$ cat src/rtl/bcd_to_7seg_decoder.sv
// BCD digit to seven-segment decoder with lamp test, blanking and ripple blanking.
// Every output is registered, so a change on the inputs appears one clock later.
module bcd_to_7seg_decoder #(
   parameter bit ACTIVE_LOW   = 1'b0,
   parameter bit INVALID_DASH = 1'b1
) (
   input  logic       clk,
   input  logic       rst,
   input  logic [3:0] bcd_input,
   input  logic       lamp_test,
   input  logic       blank,
   input  logic       rbi,
   output logic [6:0] seven_segment_output,
   output logic       rbo,
   output logic       invalid
);

   localparam logic [6:0] SEG_ALL  = 7'h7F;
   localparam logic [6:0] SEG_NONE = 7'h00;
   localparam logic [6:0] SEG_BAD  = INVALID_DASH ? 7'h40 : 7'h00;
   localparam logic [6:0] SEG_DARK = ACTIVE_LOW ? ~SEG_NONE : SEG_NONE;

   logic [6:0] digit_pat;
   logic [6:0] seg_pat;
   logic [6:0] seg_d, seg_q;
   logic       rbo_d, rbo_q;
   logic       invalid_d, invalid_q;

   // Segment order is {g,f,e,d,c,b,a}, written active-high.
   always_comb begin
      digit_pat = SEG_BAD;
      case (bcd_input)
         4'd0:    digit_pat = 7'h3F;
         4'd1:    digit_pat = 7'h06;
         4'd2:    digit_pat = 7'h5B;
         4'd3:    digit_pat = 7'h4F;
         4'd4:    digit_pat = 7'h66;
         4'd5:    digit_pat = 7'h6D;
         4'd6:    digit_pat = 7'h7D;
         4'd7:    digit_pat = 7'h07;
         4'd8:    digit_pat = 7'h7F;
         4'd9:    digit_pat = 7'h6F;
         default: digit_pat = SEG_BAD;
      endcase
   end

   always_comb begin
      seg_pat   = digit_pat;
      rbo_d     = 1'b0;
      invalid_d = (bcd_input > 4'd9);
      if (lamp_test) begin
         seg_pat = SEG_ALL;
      end else if (blank) begin
         seg_pat = SEG_NONE;
      end else if (rbi && (bcd_input == 4'd0)) begin
         // Leading zero suppressed; tell the next digit down the chain.
         seg_pat = SEG_NONE;
         rbo_d   = 1'b1;
      end
      seg_d = ACTIVE_LOW ? ~seg_pat : seg_pat;
   end

   always_ff @(posedge clk or posedge rst) begin
      if (rst) begin
         seg_q     <= SEG_DARK;
         rbo_q     <= 1'b0;
         invalid_q <= 1'b0;
      end else begin
         seg_q     <= seg_d;
         rbo_q     <= rbo_d;
         invalid_q <= invalid_d;
      end
   end

   assign seven_segment_output = seg_q;
   assign rbo                  = rbo_q;
   assign invalid              = invalid_q;

endmodule

$ cat config.mk
export PLATFORM = sky130hd
export DESIGN_NAME = bcd_to_7seg_decoder
export DESIGN_NICKNAME = d
export VERILOG_FILES = /design/src/rtl/bcd_to_7seg_decoder.sv
export SDC_FILE = /design/constraint.sdc
export NUM_CORES = 1
export LEC_CHECK = 0
export ABC_AREA = 1
export CORE_AREA = 2 2 39 41
export CTS_BUF_LIST = sky130_fd_sc_hd__clkbuf_8
export CTS_CLUSTER_SIZE = 40
export DETAILED_ROUTE_END_ITERATION = 10
export DIE_AREA = 0 0 41 43
export PLACE_DENSITY = 0.8
export SLEW_MARGIN = 20
export SYNTH_ARGS = -nofsm -noshare
export SYNTH_HDL_FRONTEND = slang
export SYNTH_SLANG_ARGS = --single-unit
$ cat constraint.sdc
create_clock -name clk -period 0.9 [get_ports clk]
set_input_delay 0.18 -clock clk [delete_from_list [all_inputs] [get_ports clk]]
set_output_delay 0.18 -clock clk [all_outputs]
set_load 0.02 [all_outputs]
==> results.tsv, run 1 <==
metric	value	unit
worstPathCellList	buf_6	
drive_above_1_share	0.349	
detailedRoute.firstPassIterationCount	2	
final-max-slew-violation-count	0	
drcViolationCount	0	
overflow	0	
synth.largest_area_cell	dfrtp_1	
post-route-period-util	1.00	
slew_headroom	0.791	
timing.critical_path.fanout_max	1	
min-delay-path-class	in -> async	
run_status	finished with violations	
grt_most_used_layer	met2	
post_synth_inst_count	61	
finalWeightedCongestion	0.808	
grt_pass1_wl	1610	µm
setup_crit_end_kind	output pin	
cts_tree	yes	
floorplan.initialDensity	0.367	
layout-area-overhead-vs-synth	53.9	%
crit_slowest_cell	dfrtp_1	
postSynth.asyncResetShare	1.00	
cts_made_buffers	3	
cts.clk_slew.worst_paths	40	ps
cp_slowest_stage_delay	370	ps
post_synth_instance_area	508	µm²
worst_slew_pin_slew	313	ps
largest_net_degree_at_the_start_of_global_routing	10	
setup-violations-final	1	
share_of_the_synthesized_area_in_the_top_cell_type	0.443	
initialDrtViolationCount	4	
filler_cell_count	131	
grt.met3_usage	0.0157	
synth.area.top_cells	dfrtp_1, ha_1, nand2_1	
io_pins	18	
powerDensity	1440	mW/mm²
clkSinkCount	9	
ctsLongestPathBuffers	2	
critical_path.n_buffers_inverters	1	
crit_arrival	720	ps
cap_viol_max_count	0	
synth-seq-cells	9	
holdBufCountCts	0	
setup.worst_path.start_class	register	
ys_seq_area_frac	0.443	
core.rowCount	14	
die_y	43	µm
antenna_found_initial	0	
post_detailed_routing_wire_length	918	µm
synth_area_per_cell	8.33	µm²
clock_tree.root_cell	clkbuf_8	
leakage	0.419	nW
rsz0062_at_grt	yes	
grt.met1_usage	0.142	
synth_enable_flop_cells	0	
multi_input_gate_area	253	µm²
routed_via_density	4.51	
via_count_of_the_first_global_routing_pass	441	
cp_top_family	flip-flops	
synth_most_common_cell	nand2_1	
finalNetCount	101	
synthDistinctLibCells	14	
crit_type	reg -> out	
route.vias.total	460	
place.port_buffers	17	
antennaDiodeCount	0	
antenna_left	0	
finalWorstSetupSlack	-4.04	ps
die_area	0.00176	mm²
postSynthNetCount	75	
timing.fmax	1110	MHz
failed_checks	negative setup slack	
synth_commonest_cells	nand2_1, inv_1, dfrtp_1	
irDropWorstVdd	424	µV
hold_violations	0	
final-seq-area	225	µm²
h-tree-depth	1	
dp_worst_setup_slack	-562	ps
crit_required	720	ps
placeableCoreArea	0.00138	mm²
synthesis.yosys.warnings	0	
final.min_clock_period	904	ps
grt_use_total	0.130	
floorplan.die.width	41	µm
grtUsageMet2	0.228	
drt-wirelength-per-cell	9.00	µm
synth-main-ff-cell	dfrtp_1	
finalHoldWorstSlack	214	ps
==> flip-flops by register name, indices dropped and copies added, names as in the netlist <==
| register | flops |
|---|---|
| seven_segment_output | 7 |
| rbo | 1 |
| invalid | 1 |
==> cells in the final DEF (no fill, tap or decap) <==
cell type        synthesis  layout
ha_4                     0       1
nand2_4                  1       1
nor2_2                   1       2
nand2_1                 15      15
clkbuf_2                 0       1
buf_2                    0       2
nand2_2                  1       1
o21ai_2                  2       2
inv_2                    1       4
ha_1                     5       4
clkdlybuf4s50_1          0       3
clkbuf_8                 0       3
nor2_1                   3       2
dlygate4sd2_1            0       2
a21oi_1                  1       1
nor3_1                   1       1
inv_1                   11       9
buf_4                    0       4
dfrtp_1                  9       9
nand3_1                  5       5
buf_6                    0       9
nand4_1                  5       5
==> per-stage QoR <==
step | cells | TNS (ps) | util | instance area (µm²) | power (mW)
floorplan | 61 | 0 | - | 520 | 0.574
global placement | 97 | -5890 | 0.530 | 733 | 0.694
detailed placement | 97 | -6350 | 0.530 | 733 | 0.700
CTS | 102 | -53.8 | 0.559 | 773 | 1.14
global route | 102 | -165 | 0.565 | 782 | 1.19
finish | 102 | -4.04 | 0.565 | 782 | 1.13
==> timing repair <==
| action | CTS | global route |
|---|---|---|
| endpoints found under the setup margin | 18 | 12 |
| pin swaps | 5 | 0 |
| resized for setup | 63 | 6 |
| gates cloned | 0 | 0 |
| buffers inserted | 1 | 0 |
==> cell type report <==
cell class                      instances  share of cell area
Timing Repair Buffer                   21               0.248
Tap cell                               16              0.0256
Clock inverter                          1             0.00480
Multi-Input combinational cell         40               0.323
Inverter                               12              0.0576
Sequential cell                         9               0.288
Clock buffer                            3              0.0528
==> final timing paths <==
kind / startpoint / slack (ps) / end / cells past startpoint
setup / recovery: seven_segment_output[6] / -4 / seven_segment_output[6] / 1
hold / removal: rst / 210 / invalid / 2
max in group asynchronous: rst / 450 / seven_segment_output[4] / 2
min in group clk: bcd_input[2] / 400 / rbo / 4
==> report_power, final <==
group / internal [mW] / switching [mW]
Sequential: 0.433 / 0.0120
Combinational: 0.119 / 0.134
Clock: 0.295 / 0.133
Total: 0.846 / 0.279
==> routing by layer <==
metal	share of wire	vias to the layer above
met5	0	-
met3	0.063	0
met1	0.38	204
met2	0.56	14
li1	-	242
met4	0	0
==> cell families (layout without fill, tap and decap cells) <==
group	after synthesis	in the layout	synth area share
flops	9	9	0.443
buf+inv	12	37	0.0887
fa+ha+maj	5	5	0.123
compound gates	3	3	0.0443
simple gates	32	32	0.300
Power figures use the tool's default switching activity.
==> run 2: changes to the inputs <==
- ABC_AREA: 1 -> 0
- PLACE_DENSITY: 0.8 -> 0.81
- SETUP_SLACK_MARGIN: not set -> 0.05
==> run 2 against run 1 <==
Effect of this change: the flow still finishes with violations (negative setup slack); sequential share of layout area is 3.4 points lower; routed wire length up 16%; synthesized cell count is 21% lower; critical path type unchanged; fmax is 0.10% lower; clock-buffer cell count stayed put; sequential cell count is the same.
==> results.tsv, run 2 <==
metric	value	unit	change
share_of_the_synthesized_area_in_the_top_cell_type	0.433		-0.0107
final.min_clock_period	905	ps	+0.944 ps
post_detailed_routing_wire_length	1060	µm	+16%
postSynth.asyncResetShare	1.00		unchanged
final-max-slew-violation-count	0		unchanged
place_area	754	µm²	+2.9%
floorplan.initialDensity	0.376		+0.00904
layout.cells.most_common	buf_6		
final-seq-area	225	µm²	unchanged
die_y	43	µm	unchanged
crit_type	reg -> out		
critical_path.n_buffers_inverters	1		unchanged
crit_path_start	rbo		
finalWorstSetupSlack	-4.98	ps	-0.944 ps
postSynthNetCount	62		-17%
internal_power	0.892	mW	+5.4%
largest_register_ff_count	7		unchanged
detailedPlacementHpwl	833	µm	
synth-main-ff-cell	dfrtp_1		
synthDistinctLibCells	20		+6
cts.clk_slew.worst_paths	40	ps	about the same
holdBufCountCts	0		unchanged
synth_area_per_cell	10.8	µm²	+30%
setup-violations-final	7		+6
via_count_of_the_first_global_routing_pass	461		+4.5%
largest_net_degree_at_the_start_of_global_routing	10		unchanged
setup_crit_end_kind	output pin		
crit_slowest_cell	dfrtp_1		
post_synth_instance_area	520	µm²	+2.5%
overflow	0		unchanged
crit_arrival	720	ps	about the same
place.port_buffers	17		unchanged
floorplan.die.width	41	µm	unchanged
run_status	finished with violations		
antennaDiodeCount	0		unchanged
synth_most_common_cell	dfrtp_1		
hold_violations	0		unchanged
clock_power_share	0.371		-0.009
finalWeightedCongestion	0.803		-0.61%
detailedRoute.firstPassIterationCount	3		+1
setup.worst_path.start_class	register		
cap_viol_max_count	0		unchanged
rsz0062_at_grt	yes		
filler_cell_count	119		-9.2%
multi_input_gate_area	325	µm²	+29%
cp_top_family	flip-flops		
synth-seq-cells	9		unchanged
irDropWorstVdd	502	µV	+18%
placeableCoreArea	0.00138	mm²	unchanged
powerDensity	1360	mW/mm²	-5.8%
core.rowCount	14		unchanged
cts_made_buffers	3		unchanged
power_switching_share	0.257		+0.00872
post_synth_inst_count	48		-21%
drcViolationCount	0		unchanged
cts_tree	yes		
drive_above_1_share	0.514		+0.165
route.vias.total	435		-5.4%
cp.depth	1		unchanged
layout-area-overhead-vs-synth	70.2	%	
net-switching-power	0.309	mW	+10%
die_area	0.00176	mm²	unchanged
synth.area.top_cells	dfrtp_1, ha_1, o31ai_1		
finalHoldWorstSlack	206	ps	-7.62 ps
min-delay-path-class	in -> async		
antenna_left	0		unchanged
antenna_found_initial	0		unchanged
setup.worst_path.end	rbo		
comb_power_share	0.259		+0.034
finalNetCount	89		-12%
seqPwrFrac	0.370		-0.025
routed_via_density	4.83		+7.2%
post-route-cell-area	886	µm²	+13%
failed_checks	negative setup slack		
synth.largest_area_cell	dfrtp_1		
synth_enable_flop_cells	0		unchanged
post-route-period-util	1.01		+0.00105
synth_commonest_cells	dfrtp_1, ha_1, inv_1, o31ai_1, nor3_1		
clock_tree.root_cell	clkbuf_8		
timing.critical_path.fanout_max	1		unchanged
io_pins	18		unchanged
grt_use_total	0.155		+0.0253
drt-wirelength-per-cell	11.8	µm	+31%
initialDrtViolationCount	3		-1
synthesis.yosys.warnings	0		unchanged
slew_headroom	0.770		-0.0208
worstPathCellList	buf_6		
final_cell_mix	buf_6, dfrtp_1, o31ai_1, buf_4		
clkSinkCount	9		unchanged
leakage	0.404	nW	-3.5%
dp_worst_setup_slack	-652	ps	-90.3 ps
ctsLongestPathBuffers	2		unchanged
timing.fmax	1110	MHz	-0.10%
worst_slew_pin_slew	345	ps	+31.1 ps
grt_pass1_wl	1790	µm	+11%
cp_slowest_stage_delay	360	ps	about the same
h-tree-depth	1		unchanged
crit_required	720	ps	about the same
ys_seq_area_frac	0.433		-0.0107
-- run 2: changes by cell type in the layout (fill, tap and decap cells not counted), moves of 2 or more --
cell / delta
o21ai_2: -2
nand2_1: -14
inv_1: -6
nand3_1: -5
nand4_1: -5
inv_2: -3
buf_6: +2
o31ai_1: +5
nor3_2: +2
nor2_2: -2
inv_6: +2
ha_1: -2
buf_8: +2
-- run 2: kinds of logic (layout without fill, tap and decap cells) --
kind of cell / count (synthesis) / count (layout) / share of synthesized area
buffers and inverters: 7 / 33 / 0.0721
AND/OR/NAND/NOR: 16 / 16 / 0.219
adder cells (fa/ha/maj): 5 / 5 / 0.120
AO/OA/AOI/OAI: 10 / 10 / 0.137
multiplexers: 1 / 1 / 0.0192
flip-flops: 9 / 9 / 0.433
-- run 2: timing repair --
item | CTS | global route
setup endpoints to repair | 18 | 16
resized for setup | 90 | 6
buffers inserted | 1 | 0
pin swaps | 7 | 3
-- run 2: per-layer routing --
metal / wire (µm) / vias to the layer above / GRT usage
met5: 0 / - / 0
met4: 40 / 0 / 0.133
met3: 62 / 5 / 0.0314
met2: 578 / 19 / 0.269
met1: 381 / 195 / 0.135
li1: - / 216 / -
-- run 2: power groups by stage --
stage / clock network [mW] / logic, mW / registers [mW]
floorplan: 0 / 0.106 / 0.482
global route: 0.470 / 0.338 / 0.447
finish: 0.445 / 0.311 / 0.445
detailed placement: 0 / 0.270 / 0.445
global placement: 0 / 0.264 / 0.444
CTS: 0.449 / 0.302 / 0.445
-- run 2: metrics by stage --
step           setup TNS (ps)  power, mW  std cells  utilization
2_1_floorplan            -140      0.588         48            -
3_3_place_gp            -6450      0.708         85        0.545
3_5_place_dp            -6750      0.715         85        0.545
4_1_cts                 -60.3       1.20         90        0.628
5_1_grt                  -291       1.25         90        0.640
6_report                -25.8       1.20         90        0.640
-- run 2: worst min path at each step --
stage | startpoint | cells past startpoint | slack (ps) | end
after global routing | rst | 2 | 250 | seven_segment_output[3]
after detailed placement | rst | 2 | 460 | rbo
after floorplan | rst | 1 | 8 | invalid
final | rst | 2 | 210 | rbo
after CTS | rst | 2 | 230 | rbo
after global placement | rst | 2 | 440 | seven_segment_output[3]
-- run 2: area by class of cell --
class,count,area share
flip-flops and latches,9,0.254
inverters,5,0.0325
clock buffers,3,0.0466
clock inverters,1,0.00424
multi-input cells,32,0.367
well taps,16,0.0226
repair buffers,24,0.273
==> run 3: changes to the inputs <==
- ABC_CLOCK_PERIOD_IN_PS: not set -> 900
- GPL_TIMING_DRIVEN: not set -> 0
==> run 3 against run 2 <==
Effect of this change: the run still ends with negative setup slack left; sequential power about the same; routed wire length down 2.2%; non-clock buffer count up 1; combinational power about the same; clock-buffer cell count unchanged; worst hold slack worse by 19 ps.
==> results.tsv, run 3 (synthesis results as in run 2) <==
metric	value	unit	change
run_status	finished with violations		
failed_checks	negative setup slack		
antennaDiodeCount	0		unchanged
final-max-slew-violation-count	0		unchanged
crit_slowest_cell	dfrtp_1		
crit_required	720	ps	about the same
largest_net_degree_at_the_start_of_global_routing	11		+1
place.port_buffers	16		-1
floorplan.die.width	41	µm	unchanged
detailedPlacementHpwl	790	µm	-5.2%
io_pins	18		unchanged
antenna_left	0		unchanged
worst_slew_pin_slew	375	ps	+30.2 ps
setup.worst_path.start_class	register		
irDropWorstVdd	487	µV	-2.9%
via_count_of_the_first_global_routing_pass	402		-13%
cp_top_family	flip-flops		
crit_arrival	740	ps	+20 ps
slew_headroom	0.750		-0.0198
overflow	0		unchanged
timing.critical_path.fanout_max	1		unchanged
layout.cells.most_common	buf_6		
setup_crit_end_kind	output pin		
antenna_found_initial	0		unchanged
post_detailed_routing_wire_length	1040	µm	-2.2%
crit_type	reg -> out		
cap_viol_max_count	0		unchanged
powerDensity	1340	mW/mm²	-1.0%
initialDrtViolationCount	14		+11
critical_path.n_buffers_inverters	1		unchanged
drcViolationCount	0		unchanged
h-tree-depth	1		unchanged
worstPathCellList	buf_6		
final_cell_mix	buf_6, dfrtp_1, buf_4, nor3_1		
clkSinkCount	9		unchanged
die_area	0.00176	mm²	unchanged
setup-violations-final	9		+2
clock_tree.root_cell	clkbuf_8		
post-route-period-util	1.02		+0.0150
ctsLongestPathBuffers	2		unchanged
route.vias.total	443		+1.8%
die_y	43	µm	unchanged
grt_use_total	0.146		-0.00926
largest_register_ff_count	7		unchanged
grt_pass1_wl	1610	µm	-10%
cp.depth	1		unchanged
timing.fmax	1090	MHz	-1.5%
drt-wirelength-per-cell	11.4	µm	-3.2%
final.min_clock_period	919	ps	+13.5 ps
hold_violations	0		unchanged
detailedRoute.firstPassIterationCount	4		+1
placeableCoreArea	0.00138	mm²	unchanged
routed_via_density	4.87		+0.72%
floorplan.initialDensity	0.376		unchanged
cts_made_buffers	3		unchanged
holdBufCountCts	0		unchanged
drive_above_1_share	0.467		-0.0468
totalPowerFinal	1.21	mW	+0.78%
leakage	0.412	nW	+2.0%
finalWorstSetupSlack	-18.5	ps	-13.5 ps
min-delay-path-class	in -> async		
finalNetCount	90		+1.1%
rsz0062_at_grt	yes		
layout-area-overhead-vs-synth	73.3	%	
finalWeightedCongestion	0.761		-5.2%
cts_tree	yes		
cp_slowest_stage_delay	370	ps	about the same
cts.clk_slew.worst_paths	40	ps	about the same
core.rowCount	14		unchanged
dp_worst_setup_slack	-754	ps	-102 ps
run 3: cell count changes in the layout (fill, tap and decap cells not counted), sizes merged:
cell,change
dlygate4sd2,+1
clkdlybuf4s50,-1
buf,+1
run 3: timing repair:
| action | CTS | global route |
|---|---|---|
| buffers inserted | 5 | 1 |
| cloned | 1 | 0 |
| resized for setup | 79 | 12 |
| endpoints found under the setup margin | 18 | 15 |
| pin swaps | 6 | 7 |
run 3: final cells by class:
type	count	area, µm²
Buffer	2	26.3
Clock buffer	3	41.3
Fill cell	114	482
Timing Repair Buffer	23	234
Inverter	5	33.8
Multi-Input combinational cell	32	318
Sequential cell	9	225
Clock inverter	1	3.75
Tap cell	16	20.0
run 3: report_power, final:
part           internal, mW  total, mW  switching (mW)
clock network         0.296      0.453           0.157
logic                 0.165      0.311           0.146
registers             0.434      0.446          0.0125
total                 0.895       1.21           0.315
run 3: worst max-delay path by stage:
stage | endpoint | start
6_report | seven_segment_output[1] | seven_segment_output[1]
3_3_place_gp | seven_segment_output[3] | bcd_input[1]
2_1_floorplan | seven_segment_output[1] | bcd_input[3]
3_5_place_dp | seven_segment_output[1] | bcd_input[1]
5_1_grt | seven_segment_output[6] | seven_segment_output[6]
4_1_cts | seven_segment_output[1] | seven_segment_output[1]
run 3: per-stage QoR:
step	utilization	hold slack, ps	TNS (ps)	instance area (µm²)	instances
after detailed placement	0.524	446	-7310	726	80
final	0.652	187	-100	902	91
after global placement	0.524	441	-6910	726	80
after global routing	0.652	219	-279	902	91
after CTS	0.609	204	-124	843	90
after floorplan	-	7.92	-140	546	48
run 3: metal layers:
| metal | vias to the layer above | GRT usage | wire length, µm |
|---|---|---|---|
| met5 | - | 0 | 0 |
| met4 | 0 | 0.167 | 46 |
| met3 | 5 | 0.0366 | 74 |
| met2 | 21 | 0.219 | 575 |
| met1 | 197 | 0.138 | 345 |
| li1 | 220 | - | - |
